### src/rtl/vco_demod.sv
// Hysteresis-qualified period demodulator: recovers a control code from
// the averaged period of a sampled oscillator waveform.
module vco_demod #(
    parameter int HI_TH    = 144,
    parameter int LO_TH    = 112,
    parameter int AVG_LOG2 = 2,
    parameter int P_MAX    = 200,
    parameter int TIMEOUT  = 1000
) (
    input  logic        clk,
    input  logic        rst,
    input  logic [7:0]  v_in,
    output logic [7:0]  v_out,
    output logic [15:0] period,
    output logic        valid,
    output logic        lost
);
    localparam int AW = 16 + AVG_LOG2;
    localparam int WW = AVG_LOG2 + 1;

    typedef enum logic [1:0] {IDLE, LOW, HIGH} state_e;

    state_e          state_q, state_d;
    logic [15:0]     cnt_q, cnt_d;
    logic [AW-1:0]   acc_q, acc_d;
    logic [WW-1:0]   wcnt_q, wcnt_d;
    logic            armed_q, armed_d;
    logic [7:0]      vout_q, vout_d;
    logic [15:0]     period_q, period_d;
    logic            valid_q, valid_d;
    logic            lost_q, lost_d;

    logic            is_hi, is_lo, rise, tmo, win_done;
    logic [15:0]     meas, avg;
    logic [AW-1:0]   acc_sum, acc_shr;
    logic [16:0]     diff;
    logic [7:0]      code;

    assign is_hi    = v_in >= 8'(HI_TH);
    assign is_lo    = v_in <= 8'(LO_TH);
    assign rise     = (state_q == LOW) && is_hi;
    assign tmo      = !rise && (cnt_q == 16'(TIMEOUT));
    assign meas     = cnt_q + 16'd1;
    assign acc_sum  = acc_q + AW'(meas);
    assign acc_shr  = acc_sum >> AVG_LOG2;
    assign avg      = acc_shr[15:0];
    assign win_done = wcnt_q == WW'((1 << AVG_LOG2) - 1);
    assign diff     = 17'(P_MAX) - {1'b0, avg};

    // Long periods pin the code at 0; short ones saturate at full scale.
    always_comb begin
        code = 8'd0;
        if ({1'b0, avg} < 17'(P_MAX))
            code = (diff > 17'd255) ? 8'hFF : diff[7:0];
    end

    always_comb begin
        state_d  = state_q;
        cnt_d    = rise ? 16'd0 : ((cnt_q == 16'hFFFF) ? cnt_q : cnt_q + 16'd1);
        acc_d    = acc_q;
        wcnt_d   = wcnt_q;
        armed_d  = armed_q;
        vout_d   = vout_q;
        period_d = period_q;
        valid_d  = 1'b0;
        lost_d   = lost_q;

        unique case (state_q)
            IDLE: begin
                if (is_lo)      state_d = LOW;
                else if (is_hi) state_d = HIGH;
            end
            LOW:  if (is_hi) state_d = HIGH;
            HIGH: if (is_lo) state_d = LOW;
            default: state_d = IDLE;
        endcase

        if (rise) begin
            armed_d = 1'b1;
            if (armed_q) begin
                if (win_done) begin
                    period_d = avg;
                    vout_d   = code;
                    valid_d  = 1'b1;
                    lost_d   = 1'b0;
                    acc_d    = '0;
                    wcnt_d   = '0;
                end else begin
                    acc_d  = acc_sum;
                    wcnt_d = wcnt_q + WW'(1);
                end
            end
        end else if (tmo) begin
            // Lock lost: drop the partial window and re-qualify from scratch.
            state_d = IDLE;
            lost_d  = 1'b1;
            vout_d  = 8'd0;
            acc_d   = '0;
            wcnt_d  = '0;
            armed_d = 1'b0;
        end
    end

    always_ff @(posedge clk or posedge rst) begin
        if (rst) begin
            state_q  <= IDLE;
            cnt_q    <= '0;
            acc_q    <= '0;
            wcnt_q   <= '0;
            armed_q  <= 1'b0;
            vout_q   <= '0;
            period_q <= '0;
            valid_q  <= 1'b0;
            lost_q   <= 1'b1;
        end else begin
            state_q  <= state_d;
            cnt_q    <= cnt_d;
            acc_q    <= acc_d;
            wcnt_q   <= wcnt_d;
            armed_q  <= armed_d;
            vout_q   <= vout_d;
            period_q <= period_d;
            valid_q  <= valid_d;
            lost_q   <= lost_d;
        end
    end

    assign v_out  = vout_q;
    assign period = period_q;
    assign valid  = valid_q;
    assign lost   = lost_q;
endmodule
### config.mk
export PLATFORM = sky130hd
export DESIGN_NAME = vco_demod
export DESIGN_NICKNAME = d
export VERILOG_FILES = /design/src/rtl/vco_demod.sv
export SDC_FILE = /design/constraint.sdc
export NUM_CORES = 1
export LEC_CHECK = 0
export ABC_AREA = 1
export BUFFER_PORTS_ARGS = -buffer_cell sky130_fd_sc_hd__buf_2
export CORE_MARGIN = 8
export CORE_UTILIZATION = 60
export DETAILED_ROUTE_END_ITERATION = 10
export GPL_ROUTABILITY_DRIVEN = 0
export PLACE_DENSITY = 0.87
export SLEW_MARGIN = 20
export SYNTH_ARGS = -nofsm -noshare
export SYNTH_HDL_FRONTEND = slang
export SYNTH_SLANG_ARGS = --single-unit
### constraint.sdc
create_clock -name clk -period 5.6 [get_ports clk]
set_input_delay 1.68 -clock clk [delete_from_list [all_inputs] [get_ports clk]]
set_output_delay 1.68 -clock clk [all_outputs]
set_load 0.01 [all_outputs]
# ---- Yosys cells after proc, flatten, opt, wreduce, memory -nomap -nowiden
# Index checks and enable logic that the tools add are counted.
dict set report word_totals {
  register_bits 66
  inputBits 10
  out_inout_bits 26
  wordCells 64
}
dict set report op_classes {
  add_sub_neg 4
  magnitude_cmp 4
  n_eq_ne 8
  muxes 31
  n_reduce_logical 8
}
# cell n
set ops {}
lappend ops {{$mux 18} 4}
lappend ops {{$mux 8} 6}
lappend ops {{$mux 16} 2}
lappend ops {{$add 18x16->18} 1}
lappend ops {{$gt 17x8->1 const B} 1}
lappend ops {{$sub 8x16->17 const A} 1}
lappend ops {{$add 16x1->16 const B} 1}
lappend ops {{$eq 16x10->1 const B} 1}
lappend ops {{$eq 16x16->1 const B} 1}
lappend ops {{$lt 16x8->1 const B} 1}
lappend ops {{$mux 3} 4}
lappend ops {{$mux 2} 5}
lappend ops {{$mux 1} 9}
lappend ops {{$ge 8x8->1 const B} 1}
lappend ops {{$le 8x7->1 const B} 1}
lappend ops {{$pmux 2 s3} 1}
lappend ops {{$reduce_and 3->1} 2}
lappend ops {{$ne 2x2->1 const B} 2}
lappend ops {{$add 3x1->3 const B} 1}
lappend ops {{$eq 3x2->1 const B} 1}
lappend ops {{$eq 2x1->1 const B} 1}
lappend ops {{$eq 2x2->1 const B} 1}
lappend ops {{$logic_and 1x1->1} 2}
lappend ops {{$logic_not 2->1} 1}
lappend ops {{other kinds (4)} 4}

# ---- Logic depth before layout (Yosys ltp)
# Gate-level depths: netlist of run 1.
dict set report depth {
  word_depth 9
  depth_mapped 26
}

# ---- Least setup slack after synthesis of run 1
# Ideal clock, no wire load.
dict set report synth_path {
  kind {reg-to-reg}
  startpoint {register cnt_q[0]}
  endpoint {register vout_q[0], in the netlist v_out[0]}
  arrival_ns 2.860
  path_slack_ns 2.624
  path_stages_with_launch 22
  path_buffers 0
  period_less_slack_ns 2.976
  cell_sequence {dfrtp_1 > ha_1 > nand3_1 > nor3_2 > inv_1 > nor3_2 > nand2_1 > nor2_1 > xor2_1 > ha_1 > a21oi_1 > o21ai_0 > nor2_1 > nand2_1 > nand2_1 > nand2_1 > nor2_1 > nand3_2 > nor2_4 > nand3_1 > nand2_1 > nand2_1}
}
dict set report synth_via {
  elab_chain_len 9
  word_cells_on_any_way 14
}
# item line
set synth_rtl {}
lappend synth_rtl {{start: declaration} 24} ;# logic [15:0] cnt_q, cnt_d;
lappend synth_rtl {{start signal: assignment} 117} ;# cnt_q <= cnt_d;
lappend synth_rtl {{$add 16x1->16} 43} ;# assign meas = cnt_q + 16'd1;
lappend synth_rtl {{$add 18x16->18} 44} ;# assign acc_sum = acc_q + AW'(meas);
lappend synth_rtl {{$sub 8x16->17} 48} ;# assign diff = 17'(P_MAX) - {1'b0, avg};
lappend synth_rtl {{$gt 17x8->1} 54} ;# code = (diff > 17'd255) ? 8'hFF : diff[7:0];
lappend synth_rtl {{$mux 8} 54}
lappend synth_rtl {{$mux 8} 53} ;# if ({1'b0, avg} < 17'(P_MAX))
lappend synth_rtl {{$mux 8} 81} ;# if (win_done) begin
lappend synth_rtl {{$mux 8} 80} ;# if (armed_q) begin
lappend synth_rtl {{$mux 8} 78} ;# if (rise) begin
lappend synth_rtl {{end signal: assignment} 121} ;# vout_q <= vout_d;
lappend synth_rtl {{end: declaration} 28} ;# logic [7:0] vout_q, vout_d;
# Parallel ways exist; a longest one is shown, timed or not. The select of a mux whose other input is x is not followed.
# A chain may end at the register's enable or synchronous reset.

# ---- Worst setup path after layout of run 1
dict set report layout_path {
  startpoint {input v_in[6]}
  endpoint {register vout_q[0], in the netlist v_out[0]}
}
dict set report layout_via {
  elab_chain_len 6
  word_cells_on_any_way 9
}
# item line
set layout_rtl {}
lappend layout_rtl {{start: declaration} 12} ;# input logic [7:0] v_in,
lappend layout_rtl {{$ge 8x8->1 *} 39} ;# assign is_hi = v_in >= 8'(HI_TH);
lappend layout_rtl {{$logic_and 1x1->1 *} 41} ;# assign rise = (state_q == LOW) && is_hi;
lappend layout_rtl {{$logic_not 1->1} 42} ;# assign tmo = !rise && (cnt_q == 16'(TIMEOUT));
lappend layout_rtl {{$logic_and 1x1->1} 42}
lappend layout_rtl {{$reduce_bool 2->1 (no line)} n/a}
lappend layout_rtl {{$reduce_and 3->1 (no line)} n/a}
# Every way passes the cells marked *; elsewhere a longest branch is shown, timed or not.

==> flow_summary.ini, run 1 <==
[clock_network]
cts_hold_buf = 0
cts_resized = 0
clock_path_buffers = 2
insertion_delay_ps = 370
cts_setup_buffers = 0
path_clk_slew_ps = 70
cts-htree-levels = 3
cts.sinks = 66
cts_tree = yes
numCtsBuffers = 9
root_buffer = clkbuf_8

[critical_path]
r2r_start = cnt_q[0]$_DFFE_PP0P_
path_cells = buf_2, o31ai_1, nor2_4, inv_2, nand4_1, nand2_1, inv_2, nand2_1, nand2_1
critPathMostFrequentCell = nand2_1
cp_top_family = simple AND/OR/NAND/NOR gates
cp-start-kind = primary input
slowest_stage = nand4_1
critical_path_class = primary input to flip-flop
regToRegEndpoint = v_out[0]$_DFFE_PP0P_
required_ps = 5860
rrSetupSlack_ps = 1940
worstRegToRegCells = 22
slowest_delay_ps = 880
end_kind = flip-flop
crit_arrival_ps = 4050
cp.buffers_inverters = 3
cp_max_fo = 21

[timing]
max_freq_ghz = 0.264
setup_viol = 0
fin_hold_ws_ps = 477
tightest_slew_ps = 1070
finalSetupTns_ps = 0
min_period_ps = 3790
skew_ps = 11.4
relSlewSlack = 0.283
setup_slack_ps = 1810
hold_viol = 0
maxSlewViolCount = 0
finalCritPeriodShare = 0.677
grt_setup_unrepaired = false

[placed_design]
dp.cells = 727
post-dp-hpwl_um = 8120
port_buffers = 35
place_ws_ps = 1480

[synthesis]
synth_seq_cells = 66
syn-cell-area_mm2 = 0.00438
synthCells = 601
yosys.area.top_type = dfrtp_1
yosys_warnings = 0
yosysUniqueCellTypes = 33
synth_top_area_share = 0.371
yosys-top-cells-area = dfrtp_1 37%, nand2_1 15%, ha_1 6.9%, inv_1 6.9%, nand3_1 6.7%
seq_area_frac_synth = 0.377
syn-num-nets = 636
syn_avg_cell_area_um2 = 7.29

[min_path]
hold_path.startpoint = lost$_DFFE_PP1P_
hold_depth = 2
hold_end = lost$_DFFE_PP1P_
hold_path.class = flip-flop to flip-flop

[routing]
dr_total_vias = 4104
post_drt_wl_per_cell_um = 14.9
dr.pass1.iters = 7
drtIter0Drc = 399
remaining_drc_errors = 0
antenna_left = 0
wl_um = 11100
viasPerCell = 5.52

[floorplan]
initial_utilization = 0.610
die-area_mm2 = 0.0103
rows = 31
dieHeight_um = 101
die_x_um = 101
ioPinCount = 36
core_area_mm2 = 0.00718

[layout]
drive_gt1_frac = 0.157
final_cells = 743
area_growth_pct = 10.8
antenna_cells = 0
final_common_cell = nand2_1
nNetsFinal = 674
final_cell_mix = 176 x nand2_1, 79 x inv_1, 65 x dfrtp_1

[grt]
use_met3 = 0.0454
gr-usage-met1 = 0.282
top_usage_layer = met2
grt_util_all_layers = 0.231
grt_max_degree = 67
grt_pass1_vias = 4067
gr-usage-met2 = 0.387
grt_pass1_wl_um = 18700
antenna_found_initial = 0
globalRouteOverflowTotal = 0

[flow_run]
drv_cap = 0

[power_and_ir_drop]
peakVddDrop_v = 0.000340
p_leak_nw = 2.68
p_per_area_mw_per_mm2 = 517

[status]
status = completed
==> cell type report <==
cell class / count / area, um^2
Clock inverter: 5 / 61.3
Inverter: 88 / 330
Clock buffer: 11 / 151
Multi-Input combinational cell: 438 / 2350
Tap cell: 99 / 124
Sequential cell: 66 / 1650
Timing Repair Buffer: 36 / 183
Fill cell: 585 / 2320
==> worst min-delay path: stages, from the launching register on <==
cell,delay [ps]
dfstp_2,370
nand2_1,50
nand2_1,50
==> metrics by stage <==
stage	util	power (mW)	area, um^2
2_1_floorplan	-	1.71	4380
3_3_place_gp	0.647	1.99	4640
3_5_place_dp	0.647	2.05	4640
4_1_cts	0.676	2.50	4850
5_1_grt	0.676	2.71	4850
6_report	0.676	2.51	4850
==> kinds of logic after synthesis <==
group | share of synthesized area
xor+xnor | 0.0320
compound gates | 0.0866
simple gates | 0.345
fa+ha+maj | 0.0731
flops | 0.377
buf+inv | 0.0860
==> cells in the mapped netlist, drive strengths merged <==
library cell  number
nand3             65
nor3b              1
dfstp              1
a32o               2
o211a              1
inv               88
o31ai              1
or2                1
nor4               4
nand3b             3
dfrtp             65
xnor2              1
nand4              7
xor2              15
ha                24
a21oi             16
nor2              44
o21ai             47
clkbuf             4
nor3              11
fa                 1
a31oi              1
o22ai              2
nand2            191
buf                5
==> worst max path at each step <==
stage,start,end,depth (start not counted)
2_1_floorplan,rst,acc_q[0]$_DFFE_PP0P_,1
3_3_place_gp,v_in[6],v_out[6]$_DFFE_PP0P_,9
3_5_place_dp,v_in[6],v_out[0]$_DFFE_PP0P_,9
4_1_cts,v_in[6],v_out[0]$_DFFE_PP0P_,9
5_1_grt,v_in[6],v_out[4]$_DFFE_PP0P_,9
6_report,v_in[6],v_out[0]$_DFFE_PP0P_,9
==> power by group <==
group	switching, mW	internal [mW]
sequential	0.103	0.629
clock	0.201	0.231
combinational	0.887	0.456
==> routing by layer <==
| layer | part of all wire | vias up | wire length [um] |
|---|---|---|---|
| met4 | 0.022 | 0 | 239 |
| met5 | 0 | - | 0 |
| met2 | 0.48 | 142 | 5350 |
| met1 | 0.44 | 1923 | 4850 |
| met3 | 0.056 | 23 | 624 |
| li1 | - | 2016 | - |
==> registers in the layout, indices dropped and copies added (netlist names) <==
name / cells
valid: 1
acc_q: 18
state_q: 2
armed_q: 1
cnt_q: 16
v_out: 8
period: 16
lost: 1
wcnt_q: 3
Power figures use the tool's default switching activity.
==> run 2, diff against run 1 <==
clock period = 3.85 ns   (was 5.6 ns; I/O delays follow)
==> run 2 against run 1 <==
  * Worst hold slack worse by 6.5 ps
  * Clock skew is 2.9 ps lower
  * Final cell count is 1.1% higher
  * Combinational power is 49% higher
  * Sequential power is 46% higher
  * Highest routed layer unchanged
  * Routed wire length is 3.9% higher
  * Critical path depth is 13 higher
  * Clock power is 69% higher
  * Power is 51% higher
  * Global-route usage is 0.23 points lower
==> flow_summary.ini, run 2 (synthesis gave the netlist of run 1 again) <==
[timing]
relSlewSlack = 0.458
max_freq_ghz = 0.273
min_period_ps = 3670
setup_slack_ps = 184
skew_ps = 8.53
hold_viol = 0
maxSlewViolCount = 0
finalCritPeriodShare = 0.952
finalSetupTns_ps = 0
setup_viol = 0
tightest_slew_ps = 813

[critical_path]
end_kind = flip-flop
slowest_stage = dfrtp_1
cp-start-kind = flip-flop
cp_max_fo = 8
rrSetupSlack_ps = 180
required_ps = 4110
critPathMostFrequentCell = nand2_1
slowest_delay_ps = 380
crit_arrival_ps = 3920
cp_top_family = simple AND/OR/NAND/NOR gates
path_cells = ha_2, nand3_2, nor3_2, inv_1, nor3_4, buf_4, xor2_1, ha_1, nand2_2, inv_2, a21oi_2, nor2_1, nor2_1, nand2_1, nand2_1, nand2_1, nor2_2, nand3_2, nor2_4, nand3_1, nand2_1, nand2_1
cp.buffers_inverters = 3
critical_path_class = flip-flop to flip-flop

[grt]
grt_util_all_layers = 0.228
grt_pass1_vias = 4062
antenna_found_initial = 0
globalRouteOverflowTotal = 0
grt_max_degree = 67
grt_pass1_wl_um = 18500

[routing]
antenna_left = 0
viasPerCell = 5.69
dr_total_vias = 4270
post_drt_wl_per_cell_um = 15.3
remaining_drc_errors = 0
drtIter0Drc = 300
wl_um = 11500
dr.pass1.iters = 7

[min_path]
hold_path.class = flip-flop to flip-flop

[clock_network]
path_clk_slew_ps = 80
insertion_delay_ps = 360
cts_tree = yes
cts_hold_buf = 0
numCtsBuffers = 9
cts-htree-levels = 3
cts.sinks = 66
clock_path_buffers = 2
root_buffer = clkbuf_8

[layout]
regMostFlops = acc_q
final_common_cell = nand2_1
largest_reg_flops = 18
area_growth_pct = 14.5
drive_gt1_frac = 0.187
final_area_mm2 = 0.00501
final_cells = 751
final_cell_mix = 175 x nand2_1, 79 x inv_1, 65 x dfrtp_1
nNetsFinal = 682
antenna_cells = 0

[floorplan]
core_area_mm2 = 0.00718
initial_utilization = 0.610
ioPinCount = 36
rows = 31
die_x_um = 101
dieHeight_um = 101
die-area_mm2 = 0.0103

[placed_design]
placed_cell_area_mm2 = 0.00467
dp.cells = 731
place_ws_ps = 248
post-dp-hpwl_um = 8270
port_buffers = 35

[power_and_ir_drop]
switchingPower_mw = 1.76
p_leak_nw = 2.74
pwr-share-seq = 0.283
p_clk_frac = 0.192
p_int_mw = 2.04
peakVddDrop_v = 0.000528
sw_frac_of_total = 0.463
p_per_area_mw_per_mm2 = 757
power_frac_comb = 0.525

[flow_run]
drv_cap = 0

[status]
status = completed
==> run 2: worst min-delay path, cell delays in order, from the launching register on <==
cell and delay, ps:
dfstp_2 370, nand2_1 50, nand2_1 50
==> run 2: worst paths after layout <==
kind | to | depth (start not counted) | from
max in group asynchronous | acc_q[4]$_DFFE_PP0P_ | 3 | rst
min in group asynchronous | period[8]$_DFFE_PP0P_ | 3 | rst
worst max register to register | v_out[1]$_DFFE_PP0P_ | 22 | cnt_q[0]$_DFFE_PP0P_
worst max-delay path | v_out[1]$_DFFE_PP0P_ | 22 | cnt_q[0]$_DFFE_PP0P_
worst min register to register | lost$_DFFE_PP1P_ | 2 | lost$_DFFE_PP1P_
worst min-delay path | lost$_DFFE_PP1P_ | 2 | lost$_DFFE_PP1P_
==> run 2: power groups by stage <==
stage                     Combinational (mW)  Clock, mW  Sequential [mW]
after global placement                  1.84          0             1.06
after CTS                               1.94      0.729             1.07
after global routing                    2.19      0.764             1.10
after detailed placement                1.92          0             1.08
after floorplan                         1.39          0             1.10
final                                   1.99      0.730             1.07
==> run 2: metrics by stage <==
step	hold WS, ps	utilization	power, mW
2_1_floorplan	450	-	2.49
3_3_place_gp	458	0.651	2.90
3_5_place_dp	461	0.651	2.99
4_1_cts	471	0.684	3.74
5_1_grt	485	0.699	4.05
6_report	471	0.699	3.80
==> run 2: area by class of cell <==
type                    instances  area [um^2]
inverters                      88          330
well taps                      99          124
repair buffers                 44          243
clock inverters                 6          114
multi-input cells             438         2420
clock buffers                  10          128
fillers                       555         2160
flip-flops and latches         66         1650
==> run 2: repair_timing <==
item	4_1_cts	5_1_grt
setup endpoints to repair	0	8
setup buffers	0	4
resized for setup	0	17
==> run 2: routing by layer <==
metal,global-route usage,vias up,routed length [um]
met4,0.107,0,350
met1,0.282,2003,4750
li1,-,2022,-
met2,0.377,199,5550
met5,0,-,0
met3,0.0433,46,840
==> run 3, diff against run 2 <==
CTS_BUF_LIST = sky130_fd_sc_hd__clkbuf_8 sky130_fd_sc_hd__clkbuf_16   (was default)
==> run 3 against run 2 <==
  * Flip-flop and latch count unchanged
  * Core utilization unchanged
  * Routed wire length decreased by 0.19%
  * Sequential share of layout area unchanged
  * First-iteration DRC count increased by 0.67%
  * Register-to-register slack about the same
  * Via count increased by 0.42%
  * Final cell count unchanged
  * Critical path type unchanged
==> flow_summary.ini, run 3 (synthesis gave the netlist of run 1 again) <==
[layout]
final_cell_mix = 175 x nand2_1, 80 x inv_1, 65 x dfrtp_1
seq_area_mm2 = 0.00165
final_cells = 751
regMostFlops = acc_q
antenna_cells = 0
final_common_cell = nand2_1
final_area_mm2 = 0.00501
drive_gt1_frac = 0.187
nNetsFinal = 682
multi_input_area_mm2 = 0.00242
nFillCells = 555
largest_reg_flops = 18
area_growth_pct = 14.5

[routing]
dr_total_vias = 4288
remaining_drc_errors = 0
drtIter0Drc = 302
dr.pass1.iters = 8
viasPerCell = 5.71
post_drt_wl_per_cell_um = 15.3
antenna_left = 0
wl_um = 11500

[critical_path]
end_kind = flip-flop
regToRegEndpoint = v_out[1]$_DFFE_PP0P_
rrSetupSlack_ps = 180
r2r_start = cnt_q[0]$_DFFE_PP0P_
slowest_delay_ps = 380
worstRegToRegCells = 22
crit_arrival_ps = 3920
slowest_stage = dfrtp_1
cp-start-kind = flip-flop
critical_path_class = flip-flop to flip-flop
cp_top_family = simple AND/OR/NAND/NOR gates
critPathMostFrequentCell = nand2_1
required_ps = 4110
cp_max_fo = 8
path_cells = ha_2, nand3_2, nor3_2, inv_1, nor3_4, buf_4, xor2_1, ha_1, nand2_2, inv_2, a21oi_2, nor2_1, nor2_1, nand2_1, nand2_1, nand2_1, nor2_2, nand3_2, nor2_4, nand3_1, nand2_1, nand2_1
cp.buffers_inverters = 3

[floorplan]
core_area_mm2 = 0.00718
rows = 31
die-area_mm2 = 0.0103
initial_utilization = 0.610
die_x_um = 101
ioPinCount = 36
dieHeight_um = 101

[timing]
skew_ps = 9.60
fin_hold_ws_ps = 471
max_freq_ghz = 0.273
hold_viol = 0
min_period_ps = 3670
tightest_slew_ps = 814
relSlewSlack = 0.458
finalSetupTns_ps = 0
maxSlewViolCount = 0
finalCritPeriodShare = 0.952
setup_viol = 0

[power_and_ir_drop]
switchingPower_mw = 1.75
p_int_mw = 2.04
p_clk_frac = 0.192
peakVddDrop_v = 0.000527
p_leak_nw = 2.75
power_frac_comb = 0.524
pwr-share-seq = 0.284
sw_frac_of_total = 0.463
power_mw = 3.79
p_per_area_mw_per_mm2 = 756

[min_path]
hold_end = lost$_DFFE_PP1P_
hold_path.class = flip-flop to flip-flop
hold_path.startpoint = lost$_DFFE_PP1P_
hold_depth = 2

[clock_network]
cts-htree-levels = 3
clock_path_buffers = 2
insertion_delay_ps = 370
numCtsBuffers = 9
root_buffer = clkbuf_8
path_clk_slew_ps = 80
cts.sinks = 66
cts_hold_buf = 0
cts_tree = yes

[grt]
grt_pass1_vias = 4062
grt_pass1_wl_um = 18500
grt_max_degree = 67
globalRouteOverflowTotal = 0
antenna_found_initial = 0
grt_util_all_layers = 0.228

[flow_run]
drv_cap = 0

[placed_design]
placed_cell_area_mm2 = 0.00467
port_buffers = 35
post-dp-hpwl_um = 8270
dp.cells = 731

[status]
status = completed
==> run 3: metal layers <==
layer	up-vias	track usage	share of wire
li1	2025	-	-
met1	2004	0.282	0.42
met2	209	0.377	0.48
met3	50	0.0433	0.071
met5	-	0	0
met4	0	0.107	0.035
==> run 3: final cells by class <==
cell class / count / share of cell area
multi-input cells: 438 / 0.483
flip-flops and latches: 66 / 0.330
inverters: 88 / 0.0659
repair buffers: 44 / 0.0484
clock buffers: 9 / 0.0247
well taps: 99 / 0.0247
clock inverters: 7 / 0.0235
==> run 3: worst min-delay path, cell delays in order, from the launching register on <==
cell and delay, ps:
dfstp_2 370, nand2_1 50, nand2_1 50
==> run 3: worst max-delay path by stage <==
stage,from,to,slack [ps],depth (start not counted)
final,cnt_q[0]$_DFFE_PP0P_,v_out[1]$_DFFE_PP0P_,180,22
after global routing,cnt_q[0]$_DFFE_PP0P_,v_out[1]$_DFFE_PP0P_,-90,22
after CTS,cnt_q[1]$_DFFE_PP0P_,v_out[1]$_DFFE_PP0P_,210,22
after detailed placement,cnt_q[1]$_DFFE_PP0P_,v_out[1]$_DFFE_PP0P_,250,22
after global placement,cnt_q[0]$_DFFE_PP0P_,v_out[4]$_DFFE_PP0P_,400,22
after floorplan,cnt_q[0]$_DFFE_PP0P_,v_out[0]$_DFFE_PP0P_,870,21
==> run 3: per-stage QoR <==
stage | utilization | setup WS, ps
2_1_floorplan | - | 874
3_3_place_gp | 0.651 | 404
3_5_place_dp | 0.651 | 248
4_1_cts | 0.684 | 210
5_1_grt | 0.699 | -88.2
6_report | 0.699 | 184
==> run 3: power by group through the flow <==
stage | logic [mW] | registers (mW) | clock network (mW)
detailed placement | 1.92 | 1.08 | 0
global route | 2.19 | 1.10 | 0.762
global placement | 1.84 | 1.06 | 0
finish | 1.99 | 1.08 | 0.728
floorplan | 1.39 | 1.10 | 0
CTS | 1.94 | 1.07 | 0.726
==> run 3: what timing repair did <==
action,in CTS,in global routing
setup buffers,0,4
resized for setup,0,17
setup endpoints to repair,0,8
